$ cat config.mk
export PLATFORM = sky130hd
export DESIGN_NAME = timer_regs_flat
export DESIGN_NICKNAME = d
export VERILOG_FILES = /design/src/rtl/timer_regs_if.sv /design/src/rtl/timer_regs.sv /design/src/flat_wrapper.sv
export SDC_FILE = /design/constraint.sdc
export NUM_CORES = 1
export LEC_CHECK = 0
export ABC_AREA = 1
export CORE_MARGIN = 10
export CORE_UTILIZATION = 41
export CTS_CLUSTER_DIAMETER = 100
export DETAILED_ROUTE_END_ITERATION = 6
export GPL_ROUTABILITY_DRIVEN = 0
export PLACE_DENSITY = 0.8
export SETUP_SLACK_MARGIN = 0.02
export SKIP_LAST_GASP = 1
export SLEW_MARGIN = 20
export SYNTH_ARGS = -nofsm -noshare
export SYNTH_HDL_FRONTEND = slang
export SYNTH_SLANG_ARGS = --single-unit
$ cat constraint.sdc
create_clock -name clk -period 1.35 [get_ports clk]
set_clock_uncertainty 0.1 [all_clocks]
set_input_delay 0.27 -clock clk [delete_from_list [all_inputs] [get_ports clk]]
set_output_delay 0.27 -clock clk [all_outputs]
set_load 0.01 [all_outputs]
$ cat src/rtl/timer_regs_if.sv
// ----------------------------------------------------------------------------
// timer_regs_if -- simple CPU register bus used by the timer register block.
//
// Signals:
//   bus_req    request, held by the master until bus_ack
//   bus_we     1 = write, 0 = read (sampled with bus_req)
//   bus_addr   byte address; [4:2] selects the word, [1:0] ignored
//   bus_wdata  write data
//   bus_rdata  read data, valid only while bus_ack = 1
//   bus_ack    one-cycle completion pulse
//   bus_err    unmapped-address flag, valid with bus_ack
//
// Modports: master (CPU side), slave (register block side).
// ----------------------------------------------------------------------------
interface timer_regs_if;
    logic        bus_req;
    logic        bus_we;
    logic [4:0]  bus_addr;
    logic [31:0] bus_wdata;
    logic [31:0] bus_rdata;
    logic        bus_ack;
    logic        bus_err;

    modport master (
        output bus_req, bus_we, bus_addr, bus_wdata,
        input  bus_rdata, bus_ack, bus_err
    );

    modport slave (
        input  bus_req, bus_we, bus_addr, bus_wdata,
        output bus_rdata, bus_ack, bus_err
    );
endinterface

$ cat src/rtl/timer_regs.sv
// ----------------------------------------------------------------------------
// timer_regs -- memory-mapped register front end for the timer block.
//
// Ports:
//   clk            master clock
//   reset          asynchronous, active-low reset
//   bus            timer_regs_if.slave register bus
//   ro_trig_start  one-cycle start pulse to the timer (aligned with bus_ack)
//   ro_trig_halt   one-cycle halt pulse to the timer (aligned with bus_ack)
//   ro_mode        1 = continuous, 0 = one-shot
//   ro_termcount   terminal count
//   rf_status      timer running flag
//   rf_currcount   timer current count
//   rf_int         timer interrupt pulse/level
//   irq            registered interrupt request (pending & int_en)
//
// Register map (word = bus_addr[4:2]):
//   0 CTRL      bit0 mode, bit1 int_en, bit8 START (W1 pulse), bit9 HALT (W1 pulse)
//   1 TERMCOUNT RW
//   2 STATUS    bit0 rf_status (live), bit1 pending (W1C)
//   3 CURRCOUNT rf_currcount sampled at the accept edge, RO
//   4-7         unmapped: read 0, writes dropped, bus_err = 1
//
// Build option: define TIMER_REGS_TC_DETECT_EN to also set pending on the
// first cycle the running timer's count equals ro_termcount.
// ----------------------------------------------------------------------------
module timer_regs #(
    parameter logic [31:0] TERM_RESET = 32'hFFFF_FFFF
) (
    input  logic         clk,
    input  logic         reset,
    timer_regs_if.slave  bus,
    output logic         ro_trig_start,
    output logic         ro_trig_halt,
    output logic         ro_mode,
    output logic [31:0]  ro_termcount,
    input  logic         rf_status,
    input  logic [31:0]  rf_currcount,
    input  logic         rf_int,
    output logic         irq
);

    typedef enum logic {IDLE, ACK} state_t;

    state_t      state_q, state_d;
    logic        accept;
    logic        ack;
    logic [2:0]  word;
    logic        wr_ctrl, wr_term, wr_stat;
    logic [31:0] rd_mux;
    logic [31:0] rdata_q;
    logic        err_q;
    logic        int_en;
    logic        pending;
    logic        rf_int_q;
    logic        pend_set, pend_clr;
    logic        unused_addr_lsb;

    assign word            = bus.bus_addr[4:2];
    assign unused_addr_lsb = ^bus.bus_addr[1:0];

    // Handshake FSM
    always_ff @(posedge clk or negedge reset) begin
        if (!reset) state_q <= IDLE;
        else        state_q <= state_d;
    end

    always_comb begin
        state_d = state_q;
        accept  = 1'b0;
        ack     = 1'b0;
        case (state_q)
            IDLE: begin
                if (bus.bus_req) begin
                    accept  = 1'b1;
                    state_d = ACK;
                end
            end
            ACK: begin
                ack     = 1'b1;
                state_d = IDLE;
            end
            default: state_d = IDLE;
        endcase
    end

    assign bus.bus_ack   = ack;
    assign bus.bus_rdata = rdata_q;
    assign bus.bus_err   = err_q;

    // Write decode
    assign wr_ctrl = accept && bus.bus_we && (word == 3'd0);
    assign wr_term = accept && bus.bus_we && (word == 3'd1);
    assign wr_stat = accept && bus.bus_we && (word == 3'd2);

    // Read mux, captured at the accept edge
    always_comb begin
        rd_mux = '0;
        case (word)
            3'd0:    rd_mux[1:0] = {int_en, ro_mode};
            3'd1:    rd_mux      = ro_termcount;
            3'd2:    rd_mux[1:0] = {pending, rf_status};
            3'd3:    rd_mux      = rf_currcount;
            default: rd_mux      = '0;
        endcase
    end

    // Interrupt pending sources; a set in the same cycle as W1C wins
`ifdef TIMER_REGS_TC_DETECT_EN
    logic tc_hit, tc_q;
    assign tc_hit = rf_status && (rf_currcount == ro_termcount);

    always_ff @(posedge clk or negedge reset) begin
        if (!reset) tc_q <= 1'b0;
        else        tc_q <= tc_hit;
    end

    assign pend_set = (rf_int && !rf_int_q) || (tc_hit && !tc_q);
`else
    assign pend_set = rf_int && !rf_int_q;
`endif

    assign pend_clr = wr_stat && bus.bus_wdata[1];

    always_ff @(posedge clk or negedge reset) begin
        if (!reset) begin
            rdata_q       <= '0;
            err_q         <= 1'b0;
            ro_trig_start <= 1'b0;
            ro_trig_halt  <= 1'b0;
            ro_mode       <= 1'b0;
            ro_termcount  <= TERM_RESET;
            int_en        <= 1'b0;
            pending       <= 1'b0;
            rf_int_q      <= 1'b0;
            irq           <= 1'b0;
        end else begin
            // rdata/err/pulses are loaded only on the accept edge, so they
            // are non-zero exactly during the ACK cycle
            rdata_q       <= (accept && !bus.bus_we) ? rd_mux : '0;
            err_q         <= accept && word[2];
            ro_trig_start <= wr_ctrl && bus.bus_wdata[8] && !bus.bus_wdata[9];
            ro_trig_halt  <= wr_ctrl && bus.bus_wdata[9];
            if (wr_ctrl) begin
                ro_mode <= bus.bus_wdata[0];
                int_en  <= bus.bus_wdata[1];
            end
            if (wr_term) ro_termcount <= bus.bus_wdata;
            rf_int_q      <= rf_int;
            pending       <= pend_set || (pending && !pend_clr);
            irq           <= pending && int_en;
        end
    end

endmodule

$ cat src/flat_wrapper.sv
// flat-port wrapper written by rule: the top's interface ports become plain ports
module timer_regs_flat 
#(
    parameter logic [31:0] TERM_RESET = 32'hFFFF_FFFF
)
  (clk, reset, ro_trig_start, ro_trig_halt, ro_mode, ro_termcount, rf_status, rf_currcount, rf_int, irq, bus_bus_req, bus_bus_we, bus_bus_addr, bus_bus_wdata, bus_bus_rdata, bus_bus_ack, bus_bus_err);
  timer_regs_if bus_i ();
  input  logic clk;
  input  logic reset;
  output logic ro_trig_start;
  output logic ro_trig_halt;
  output logic ro_mode;
  output logic [31:0] ro_termcount;
  input  logic rf_status;
  input  logic [31:0] rf_currcount;
  input  logic rf_int;
  output logic irq;
  input wire logic [$bits(bus_i.bus_req)-1:0] bus_bus_req;
  input wire logic [$bits(bus_i.bus_we)-1:0] bus_bus_we;
  input wire logic [$bits(bus_i.bus_addr)-1:0] bus_bus_addr;
  input wire logic [$bits(bus_i.bus_wdata)-1:0] bus_bus_wdata;
  output wire logic [$bits(bus_i.bus_rdata)-1:0] bus_bus_rdata;
  output wire logic [$bits(bus_i.bus_ack)-1:0] bus_bus_ack;
  output wire logic [$bits(bus_i.bus_err)-1:0] bus_bus_err;
  assign bus_i.bus_req = bus_bus_req;
  assign bus_i.bus_we = bus_bus_we;
  assign bus_i.bus_addr = bus_bus_addr;
  assign bus_i.bus_wdata = bus_bus_wdata;
  assign bus_bus_rdata = bus_i.bus_rdata;
  assign bus_bus_ack = bus_i.bus_ack;
  assign bus_bus_err = bus_i.bus_err;
  timer_regs #(.TERM_RESET(TERM_RESET)) u_core (.clk(clk), .reset(reset), .bus(bus_i), .ro_trig_start(ro_trig_start), .ro_trig_halt(ro_trig_halt), .ro_mode(ro_mode), .ro_termcount(ro_termcount), .rf_status(rf_status), .rf_currcount(rf_currcount), .rf_int(rf_int), .irq(irq));
endmodule
# Yosys cells after proc, flatten, opt, wreduce, memory -nomap -nowiden
# Cells that the tools add are included.
# W data, S select, Z words.
# word_totals
register_bits	73
latch_bits	0
mem_bits_rw	0
mem_bits_ro	0
input_bits	75
out_inout_bits	70
elab_cells	41
mem_count	0
# op_classes
add_sub_neg	0
mul	0
div_mod_pow	0
order_cmp	0
eq_ne	3
shifts	0
mux	7
n_bitwise	1
reduce_logical	19
# op_table
op	count
$pmux W30 S2	1
$mux W32	1
$logic_and A1 B1 Y1	13
$pmux W2 S4	1
$eq A3 B2 Y1 const B	2
$logic_not A1 Y1	4
$eq A3 B1 Y1 const B	1
$logic_not A3 Y1	1
$mux W1	3
$pmux W1 S2	1
$logic_or A1 B1 Y1	1
$not A1 Y1	1

# Depth between registers and ports, before layout
# depth
depth_word	8
mapped_depth	8
mapped_depth_nobuf	7

# Least setup slack after synthesis
# OpenSTA, ideal clock, no wires.
# synth_timing
kind	reg-to-reg
start	register u_core.state_q
end	register u_core.ro_termcount[11]
setup_ps	81
arrival_ps	1095
t_required_ps	1169
setup_slack_ps	74
stages_incl_launch_ff	8
path_buffers	1
synth_period_minus_slack_ps	1276
path_cell_list	dfrtp_1 -> inv_1 -> nand2_1 -> inv_1 -> nand2_4 -> clkbuf_1 -> o21ai_0 -> nand2_1
# synth_via
elab_chain_cells	3
# synth_lines
element	line_no	rtl
start, declared	timer_regs.sv:45	state_t state_q, state_d;
start signal, assigned	timer_regs.sv:65	else state_q <= state_d;
$mux W1	timer_regs.sv:72	case (state_q)
named net u_core.accept	timer_regs.sv:46	logic accept;
$logic_and A1 B1 Y1 (2 in a row)	timer_regs.sv:93	assign wr_term = accept && bus.bus_we && (word == 3'd1);
end signal, assigned	timer_regs.sv:148	if (wr_term) ro_termcount <= bus.bus_wdata;
end, declared	timer_regs.sv:36	output logic [31:0] ro_termcount,
# The timed path passes the listed nets, and every way through them passes these cells.
# A chain may end at the register's enable or synchronous reset.

# Final worst setup path
# layout_timing
start	register u_core.ro_termcount[7]
end	output ro_termcount[7]
# layout_rtl
element	line_no	rtl
end, declared	flat_wrapper.sv:13	output logic [31:0] ro_termcount;
# No word-level cell between the ends.

==> results.sh <==
export IMPL_final_hold_violation_count=0
export IMPL_areaGrowthSynthToFinish_pct=73.05
export IMPL_grt_overflow=0
export IMPL_via_per_inst=4.984
export IMPL_hold_path_class="in2reg"
export IMPL_ys_ff_latch=73
export IMPL_drv_cap=0
export IMPL_fp_row_count=31
export IMPL_crit_type="reg2out"
export IMPL_cts_made_buffers=9
export IMPL_slowest_delay_ns=0.56
export IMPL_coreArea_um2=7331
export IMPL_crit_path_end_kind="output pin"
export IMPL_swShare_pct=25.84
export IMPL_antenna_found_initial=0
export IMPL_slew_headroom_pct=74.20
export IMPL_root_buffer="clkbuf_8"
export IMPL_clock_latency_ns=0.33
export IMPL_hpwl_mm=8.126
export IMPL_insertedDiodeCount=0
export IMPL_power_frac_comb_pct=27.7
export IMPL_track_usage_pct=18.29
export IMPL_internal_power_mw=5.005
export IMPL_cts_tree="built"
export IMPL_rsz0062_at_grt="true"
export IMPL_grt_pass1_wl_mm=16.75
export IMPL_post_drt_wl_per_cell_um=17.44
export IMPL_stdcell_count=639
export IMPL_finalCritPeriodShare_pct=101.4
export IMPL_wl_mm=11.14
export IMPL_critPathSlowestCell="dfstp_2"
export IMPL_synth_nets=412
export IMPL_drive_above_1_share_pct=38.33
export IMPL_synthesis_area_um2=3134
export IMPL_power_frac_seq_pct=40.9
export IMPL_whs_ns=0.3129
export IMPL_final_antenna_net_count=0
export IMPL_clk_pin_slew_ns=0.08
export IMPL_drc=0
export IMPL_fp_dieH_um=107.4
export IMPL_slew_violations=0
export IMPL_grt_pass1_vias=3273
export IMPL_htree_levels=3
export IMPL_critPathMaxFanout=2
export IMPL_routed_wl_met3_um=831
export IMPL_path_cells="buf_6"
export IMPL_post_route_util_pct=73.99
export IMPL_crit_arrival_ns=1.00
export IMPL_synth_distinct_cells=18
export IMPL_fin_crit_ns=1.369
export IMPL_vias=3185
export IMPL_yosysWarnings=0
export IMPL_portBuffers=142
export IMPL_start_util_pct=42.75
export IMPL_drtIter0Drc=141
export IMPL_clockBufferDepth=2
export IMPL_critPathTopFamily="flip-flops"
export IMPL_grt_max_degree=74
export IMPL_p_leak_nw=2.600
export IMPL_filler_cell_count=507
export IMPL_power_switching_mw=1.744
export IMPL_cp_required_ns=0.98
export IMPL_dr_pass1_iters=5
export IMPL_m1WireLength_mm=4.213
export IMPL_chipWidth_um=107.4
export IMPL_dieArea_um2=11540
export IMPL_top_layer="met4"
export IMPL_cp_num_buf_inv=1
export IMPL_setup_tns_ns=-0.03984
export IMPL_setup_viol=6
export IMPL_nets=610
export IMPL_syn_avg_cell_area_um2=9.300
export IMPL_io_pins=145
export IMPL_max_freq_ghz=0.7304
export IMPL_outcome="finished, violations left"
export IMPL_place_inst=610
export IMPL_violations="setup timing"
export IMPL_p_clk_share_pct=31.4
export IMPL_cts_num_sinks=73
export IMPL_synth_seq_area_share_pct=59.56
export IMPL_reg2reg_slack_ns=0.02
export IMPL_pwr_density_cell_nw_per_um2=1244
export IMPL_tightest_slew_ns=0.3871
export IMPL_cp_start_kind="register"
export IMPL_syn_inst=337
export IMPL_fin_ws_ns=-0.01907
export IMPL_wl_met2_mm=5.881
export IMPL_max_vdd_ir_drop_mv=0.8849
-- final timing paths --
check                      cells past startpoint                    from                       to
max                                            1  u_core.ro_termcount[7]          ro_termcount[7]
min                                            1                  rf_int          u_core.rf_int_q
max reg2reg                                    8          u_core.state_q  u_core.ro_termcount[11]
min reg2reg                                    3         u_core.rf_int_q           u_core.pending
max in group asynchronous                      3                   reset  u_core.ro_termcount[11]
min in group asynchronous                      3                   reset      u_core.ro_trig_halt
-- power groups by stage --
stage | Clock [mW] | Combinational, mW | Sequential [mW]
6_report | 2.12 | 1.87 | 2.76
3_5_place_dp | 0 | 1.74 | 2.75
4_1_cts | 2.15 | 1.82 | 2.76
3_3_place_gp | 0 | 1.70 | 2.74
2_1_floorplan | 0 | 0.335 | 2.90
5_1_grt | 2.26 | 2.02 | 2.79
-- routing by layer --
metal / vias up / GRT usage [%]
li1: 1526 / -
met1: 1516 / 20.01
met2: 131 / 33.29
met3: 12 / 4.491
met4: 0 / 6.870
met5: - / 0
-- final cells by class --
class | count | area (µm²) | area share, %
repair buffers | 213 | 1991 | 36.70
flip-flops and latches | 73 | 1867 | 34.42
multi-input cells | 229 | 1155 | 21.29
clock buffers | 12 | 155.1 | 2.860
well taps | 99 | 123.9 | 2.284
clock inverters | 4 | 98.84 | 1.822
inverters | 9 | 33.78 | 0.6228
-- cells in the mapped netlist, drive strengths merged --
master  instances  area (µm²)
a21oi          30       150.1
buf            13       103.9
clkbuf         13       52.55
dfrtp          41        1026
dfstp          32       840.8
inv             9       33.79
nand2         115       446.7
nand3           6       30.03
nand4          34       212.7
nor2           12       77.58
o21ai          32       160.2
-- kinds of logic (layout without fill, tap and decap cells) --
group                  after synthesis  in the layout  share of synthesized area [%]
AOI/OAI and AO/OA                   62             62                          9.900
buffers and inverters               35            238                          6.068
DFF                                 73             73                          59.56
and+or+nand+nor                    167            167                          24.47
-- cells in the final DEF (no fill, tap or decap), types with 15 or more instances in the layout --
| cell type | n |
|---|---|
| clkdlybuf4s50_1 | 68 |
| o21ai_0 | 17 |
| nand2_1 | 96 |
| nand4_1 | 34 |
| clkbuf_2 | 20 |
| dfstp_2 | 32 |
| a21oi_1 | 30 |
| o21ai_1 | 15 |
| buf_4 | 60 |
| buf_6 | 33 |
| dfrtp_1 | 41 |
-- per-stage QoR --
stage               worst slack, ns  cell area, µm²  power (mW)
finish                     -0.01907            5424       6.748
global route               -0.05412            5424       7.059
CTS                        -0.02206            5390       6.720
detailed placement          -0.4232            5056       4.488
global placement            -0.3388            5056       4.440
floorplan                   0.07355            3134       3.231
-- timing repair --
action,in CTS,in global routing
hold buffers,1,0
resized for setup,262,58
setup buffers,5,5
endpoints found under the hold margin,41,0
pin swaps,0,1
gates cloned,0,2
endpoints found under the setup margin,133,121
Note: power is estimated with default switching activity, not from simulation.
